File: src/rtl/acc_trace_fifo.sv
// rtl/acc_trace_fifo.sv - accumulator-write trace FIFO for the BIP CPU
//
// Captures every accumulator write (WR_ACC strobe, updated ACC, PC of the
// writing instruction) into a circular buffer drained through a
// first-word-fall-through pop interface.
//
// Optional feature macro: ACC_TRACE_TIMESTAMP_EN adds a free-running
// timestamp counter, per-entry timestamp storage and the RD_TS port.
//
// Ports:
//   CLK, RESET       clock (rising edge), asynchronous active-high reset
//   CLR              synchronous flush of FIFO, flags, counters, pending capture
//   CAPTURE_EN       gates new captures together with WR_ACC
//   WRAP_MODE        0 = drop newest when full, 1 = overwrite oldest
//   WR_ACC, ACC, PC  capture strobe, accumulator value, program counter
//   RD               pop request (ignored when EMPTY)
//   RD_DATA, RD_PC   head entry, 0 when EMPTY
//   RD_TS            head timestamp (macro only)
//   EMPTY, FULL      registered occupancy flags
//   COUNT            registered occupancy
//   OVERFLOW         sticky lost-entry flag
//   DROP_CNT         lost-entry count, saturating at 255
module acc_trace_fifo #(
  parameter int DATA_W     = 16,
  parameter int ADDR_W     = 11,
  parameter int DEPTH_LOG2 = 4,
  parameter int TS_W       = 16
) (
  input  logic                  CLK,
  input  logic                  RESET,
  input  logic                  CLR,
  input  logic                  CAPTURE_EN,
  input  logic                  WRAP_MODE,
  input  logic                  WR_ACC,
  input  logic [DATA_W-1:0]     ACC,
  input  logic [ADDR_W-1:0]     PC,
  input  logic                  RD,
  output logic [DATA_W-1:0]     RD_DATA,
  output logic [ADDR_W-1:0]     RD_PC,
`ifdef ACC_TRACE_TIMESTAMP_EN
  output logic [TS_W-1:0]       RD_TS,
`endif
  output logic                  EMPTY,
  output logic                  FULL,
  output logic [DEPTH_LOG2:0]   COUNT,
  output logic                  OVERFLOW,
  output logic [7:0]            DROP_CNT
);

  localparam int DEPTH = 1 << DEPTH_LOG2;
  localparam logic [DEPTH_LOG2:0] DEPTH_CNT = (DEPTH_LOG2+1)'(DEPTH);

  logic [DATA_W-1:0]     mem_data_q [DEPTH];
  logic [ADDR_W-1:0]     mem_pc_q   [DEPTH];

  logic                  pend_q, pend_d;
  logic [ADDR_W-1:0]     pend_pc_q, pend_pc_d;
  logic [DEPTH_LOG2-1:0] wptr_q, wptr_d;
  logic [DEPTH_LOG2-1:0] rptr_q, rptr_d;
  logic [DEPTH_LOG2:0]   count_q, count_d;
  logic                  empty_q, empty_d;
  logic                  full_q, full_d;
  logic                  ovf_q, ovf_d;
  logic [7:0]            drop_q, drop_d;
  logic                  do_write;
  logic                  push;
  logic                  pop;

  // The push happens one edge after the strobe so that ACC already carries
  // the value written by the instruction whose PC was latched.
  assign push = pend_q;
  assign pop  = RD && !empty_q;

  always_comb begin
    pend_d    = 1'b0;
    pend_pc_d = pend_pc_q;
    wptr_d    = wptr_q;
    rptr_d    = rptr_q;
    count_d   = count_q;
    ovf_d     = ovf_q;
    drop_d    = drop_q;
    do_write  = 1'b0;
    if (CLR) begin
      wptr_d  = '0;
      rptr_d  = '0;
      count_d = '0;
      ovf_d   = 1'b0;
      drop_d  = '0;
    end else begin
      pend_d = WR_ACC && CAPTURE_EN;
      if (WR_ACC && CAPTURE_EN) pend_pc_d = PC;
      if (push && pop) begin
        // Simultaneous push/pop never overflows, even when full.
        do_write = 1'b1;
        wptr_d   = wptr_q + 1'b1;
        rptr_d   = rptr_q + 1'b1;
      end else if (push && full_q) begin
        ovf_d = 1'b1;
        if (drop_q != 8'hFF) drop_d = drop_q + 8'd1;
        if (WRAP_MODE) begin
          // Overwrite the oldest slot: write pointer equals read pointer here.
          do_write = 1'b1;
          wptr_d   = wptr_q + 1'b1;
          rptr_d   = rptr_q + 1'b1;
        end
      end else if (push) begin
        do_write = 1'b1;
        wptr_d   = wptr_q + 1'b1;
        count_d  = count_q + 1'b1;
      end else if (pop) begin
        rptr_d  = rptr_q + 1'b1;
        count_d = count_q - 1'b1;
      end
    end
    empty_d = (count_d == '0);
    full_d  = (count_d == DEPTH_CNT);
  end

  always_ff @(posedge CLK or posedge RESET) begin
    if (RESET) begin
      pend_q    <= 1'b0;
      pend_pc_q <= '0;
      wptr_q    <= '0;
      rptr_q    <= '0;
      count_q   <= '0;
      empty_q   <= 1'b1;
      full_q    <= 1'b0;
      ovf_q     <= 1'b0;
      drop_q    <= '0;
    end else begin
      pend_q    <= pend_d;
      pend_pc_q <= pend_pc_d;
      wptr_q    <= wptr_d;
      rptr_q    <= rptr_d;
      count_q   <= count_d;
      empty_q   <= empty_d;
      full_q    <= full_d;
      ovf_q     <= ovf_d;
      drop_q    <= drop_d;
    end
  end

  // Storage is not reset; do_write is low while RESET holds pend_q at 0.
  always_ff @(posedge CLK) begin
    if (do_write) begin
      mem_data_q[wptr_q] <= ACC;
      mem_pc_q[wptr_q]   <= pend_pc_q;
    end
  end

`ifdef ACC_TRACE_TIMESTAMP_EN
  logic [TS_W-1:0] mem_ts_q [DEPTH];
  logic [TS_W-1:0] ts_q;

  // Free-running; deliberately untouched by CLR.
  always_ff @(posedge CLK or posedge RESET) begin
    if (RESET) ts_q <= '0;
    else       ts_q <= ts_q + 1'b1;
  end

  always_ff @(posedge CLK) begin
    if (do_write) mem_ts_q[wptr_q] <= ts_q;
  end

  assign RD_TS = empty_q ? '0 : mem_ts_q[rptr_q];
`endif

  assign RD_DATA  = empty_q ? '0 : mem_data_q[rptr_q];
  assign RD_PC    = empty_q ? '0 : mem_pc_q[rptr_q];
  assign EMPTY    = empty_q;
  assign FULL     = full_q;
  assign COUNT    = count_q;
  assign OVERFLOW = ovf_q;
  assign DROP_CNT = drop_q;

endmodule

File: config.mk
export PLATFORM = sky130hd
export DESIGN_NAME = acc_trace_fifo
export DESIGN_NICKNAME = d
export VERILOG_FILES = /design/src/rtl/acc_trace_fifo.sv
export SDC_FILE = /design/constraint.sdc
export NUM_CORES = 1
export LEC_CHECK = 0
export BUFFER_PORTS_ARGS = -buffer_cell sky130_fd_sc_hd__buf_2
export CAP_MARGIN = 10
export CORE_ASPECT_RATIO = 1.25
export CORE_MARGIN = 5
export CORE_UTILIZATION = 45
export CTS_BUF_LIST = sky130_fd_sc_hd__clkbuf_16
export CTS_CLUSTER_SIZE = 25
export DETAILED_ROUTE_END_ITERATION = 16
export GPL_TIMING_DRIVEN = 0
export SLEW_MARGIN = 15
export SYNTH_ARGS = -nofsm -noshare
export SYNTH_HDL_FRONTEND = slang
export SYNTH_SLANG_ARGS = --single-unit
File: constraint.sdc
create_clock -name CLK -period 3.7 [get_ports CLK]
set_input_delay 0.74 -clock CLK [delete_from_list [all_inputs] [get_ports CLK]]
set_output_delay 0.74 -clock CLK [all_outputs]
set_load 0.1 [all_outputs]
==> results.md <==
* Run status: finished, final reports clean
* Antenna violations before repair at 1
* Clock buffer count from CTS at 46
* Skew final at 16.1 ps
* Clock buffer depth at 3
* Slew @ Worst Pin at 852 ps
* Critical setup path kind: reg2out
* Total power at 14.4 mW
* Maxcap violations at 0
* Final Hold Fails at 0
* Most frequent cells in the layout: edfxtp_1 (432), mux4_2 (99), buf_2 (76)
* Placed cell count at 1556
* Arrival @ worst endpoint at 2850 ps
* DR vias at 9174
* Final WS setup at 112 ps
* Crit. End Element: output port
* Reg2reg start: EMPTY$_DFF_PP1_
* Placer Congestion at 0.810
* Layout area overhead at 18.1%
* Worst Reg-to-Reg Cells at 7
* Reg-to-reg endpoint: mem_data_q[1][8]$_DFFE_PP_
* Top Layer Used: met5
* TritonRoute pass-1 iters at 6
* CTS Hold Bufs at 0
* Final Instance Count excl. Fillers at 1640
* WL per Instance at 25.6 um
* Post-CTS Setup Bufs at 0
* Final core occ at 53.8%
* Share of cells above drive strength 1 at 29.1%
* Die Y at 235 um
* Register clock-pin slew on the reported worst setup and hold paths at 60 ps
* Pin count of the biggest net entering global routing at 29
* Slew headroom at 43.1%
* Pre-CTS setup slack at 267 ps
* Mean post-synth cell area at 20.1 um^2
* Crit path max fanout at 10
* EDFF count, synth at 432
* Slew Limit Fails at 0
* Iter 0 DRT Violations at 751
* Diode count at 0
* Dominant synthesized flop cell: edfxtp_1
* DR WL met3 at 1850 um
* # setup viols final at 0
* Peak VDD IR at 0.609 mV
* Routed length on met1 at 17400 um
* Worst setup startpoint: EMPTY$_DFF_PP1_
* Post-CTS Resized at 19
* DRC at 0
* Vias per cell at 5.59
* Remaining antenna violation count after routing at 0
* Final worst path period share at 97.0%
* # rows at 82
* CORE AREA at 40100 um^2
* Die area at 44800 um^2
* CTS tree: yes
* F_max at 279 MHz
* Total track usage at 19.0%
* Post-route minimum period at 3590 ps
* RSZ-0062 raised after global routing: no
* Port buffer count at 75
* Top Ports at 77
* Cell Area, Synth at 18300 um^2
* Dpl cell area at 20000 um^2
* Worst setup endpoint: RD_PC[1]
* Post-Route WL at 41900 um
* Met2 Wirelength at 21700 um
* Syn nets at 953
* H-tree depth at 2
* Synth warn at 0
* Seq cells post-synth at 468
* Clock Latency Late Sink at 550 ps
* PD cells at 670 nW/um^2
* Netlist cell types at 46
* R2r setup slk at 780 ps
* Fin area at 21600 um^2
* CP required at 2960 ps
* Die X-Extent at 190 um
* Fin nets at 1098
* Post-DP HPWL at 27400 um
* First-pass GRT wire length at 63300 um
* CP Launch Type: flop
* Clock sink count at 468
* Clock root buffer: clkbuf_16
* Starting density of the core at 45.5%
* Vias in the first global route at 9770
* Post-synthesis sequential area ratio at 75.9%
* Synthesized instance count at 911
* LEAKAGE at 7.36 nW
* Post-synthesis async set-or-reset flop share at 7.69%
* Worst Hold Class: in2async
* Gr ovfl total at 0
* Commonest non-fill, non-tap cell in the layout: edfxtp_1
## where the power goes
| part | internal [mW] | switching (mW) | total (mW) |
|---|---|---|---|
| logic | 1.22 | 2.62 | 3.83 |
| registers | 5.91 | 0.147 | 6.06 |
| clock network | 2.65 | 1.90 | 4.55 |
## synth_stat cells, drive strengths merged, types with 2 or more instances
cell type / count / area [um^2]
xnor2: 11 / 96.3
nor4: 2 / 12.5
a31oi: 2 / 18.8
o21ai: 12 / 60.1
a32oi: 4 / 35.0
mux2i: 52 / 521
dfrtp: 35 / 876
or3: 3 / 18.8
ha: 8 / 100
edfxtp: 432 / 13000
a21oi: 11 / 55.1
nand3b: 3 / 22.5
a22oi: 5 / 37.5
clkinv: 2 / 7.51
mux2: 2 / 22.5
nand2: 52 / 195
buf: 29 / 170
nor2b: 9 / 58.8
nand4: 7 / 43.8
a211oi: 6 / 45.0
a311oi: 6 / 52.6
o211ai: 4 / 30.0
mux4: 99 / 2230
nand3: 11 / 60.1
o22ai: 18 / 113
clkbuf: 17 / 63.8
nor2: 35 / 131
nand2b: 9 / 56.3
inv: 8 / 30.0
nor3: 9 / 45.0
## how the worst min path moves through the flow
| stage | to | depth (start not counted) | slack, ps | start |
|---|---|---|---|---|
| 2_1_floorplan | rptr_q[3]$_DFFE_PP0P_ | 2 | 560 | rptr_q[3]$_DFFE_PP0P_ |
| 3_3_place_gp | OVERFLOW$_DFFE_PP0P_ | 2 | 500 | OVERFLOW$_DFFE_PP0P_ |
| 3_5_place_dp | OVERFLOW$_DFFE_PP0P_ | 2 | 510 | OVERFLOW$_DFFE_PP0P_ |
| 4_1_cts | COUNT[2]$_DFF_PP0_ | 2 | 70 | RESET |
| 5_1_grt | COUNT[2]$_DFF_PP0_ | 2 | 80 | RESET |
| 6_report | COUNT[2]$_DFF_PP0_ | 2 | 90 | RESET |
## layout make-up
type	instances	area, um^2
Buffer	44	277
Sequential cell	468	13900
Clock buffer	49	1230
Timing Repair Buffer	99	958
Tap cell	546	683
Inverter	10	37.5
Clock inverter	37	250
Multi-Input combinational cell	387	4260
Fill cell	3168	18500
## worst max-delay path, stage by stage (launching register included)
cell and delay, ps:
dfstp_2 640, nand2b_2 450, clkbuf_1 630, o22ai_1 210
buf_2 350
## per-stage QoR
step	hold slack, ps	TNS (ps)
after floorplan	557	0
after global placement	498	-514020
after detailed placement	513	0
after CTS	74.4	0
after global routing	84.1	0
final	93.5	0
## flip-flops by register name, indices dropped and copies added (netlist names)
signal	flops
OVERFLOW	1
FULL	1
pend_pc_q	11
EMPTY	1
mem_pc_q	176
wptr_q	4
mem_data_q	256
COUNT	5
pend_q	1
DROP_CNT	8
rptr_q	4
## logic make-up (layout without fill, tap and decap cells)
kind of cell	count (synthesis)	after routing	share of synthesized area [%]
buf+inv	56	239	1.49
flops	468	468	75.9
mux	153	153	15.2
xor+xnor	11	11	0.527
compound gates	70	70	2.53
fa+ha+maj	8	8	0.548
simple gates	145	145	3.78
## routing by layer
metal,up-vias,GRT usage [%]
met4,2,4.72
li1,4007,-
met1,4843,25.7
met5,-,0
met2,257,32.6
met3,65,2.79
(Power assumes the default switching activity.)
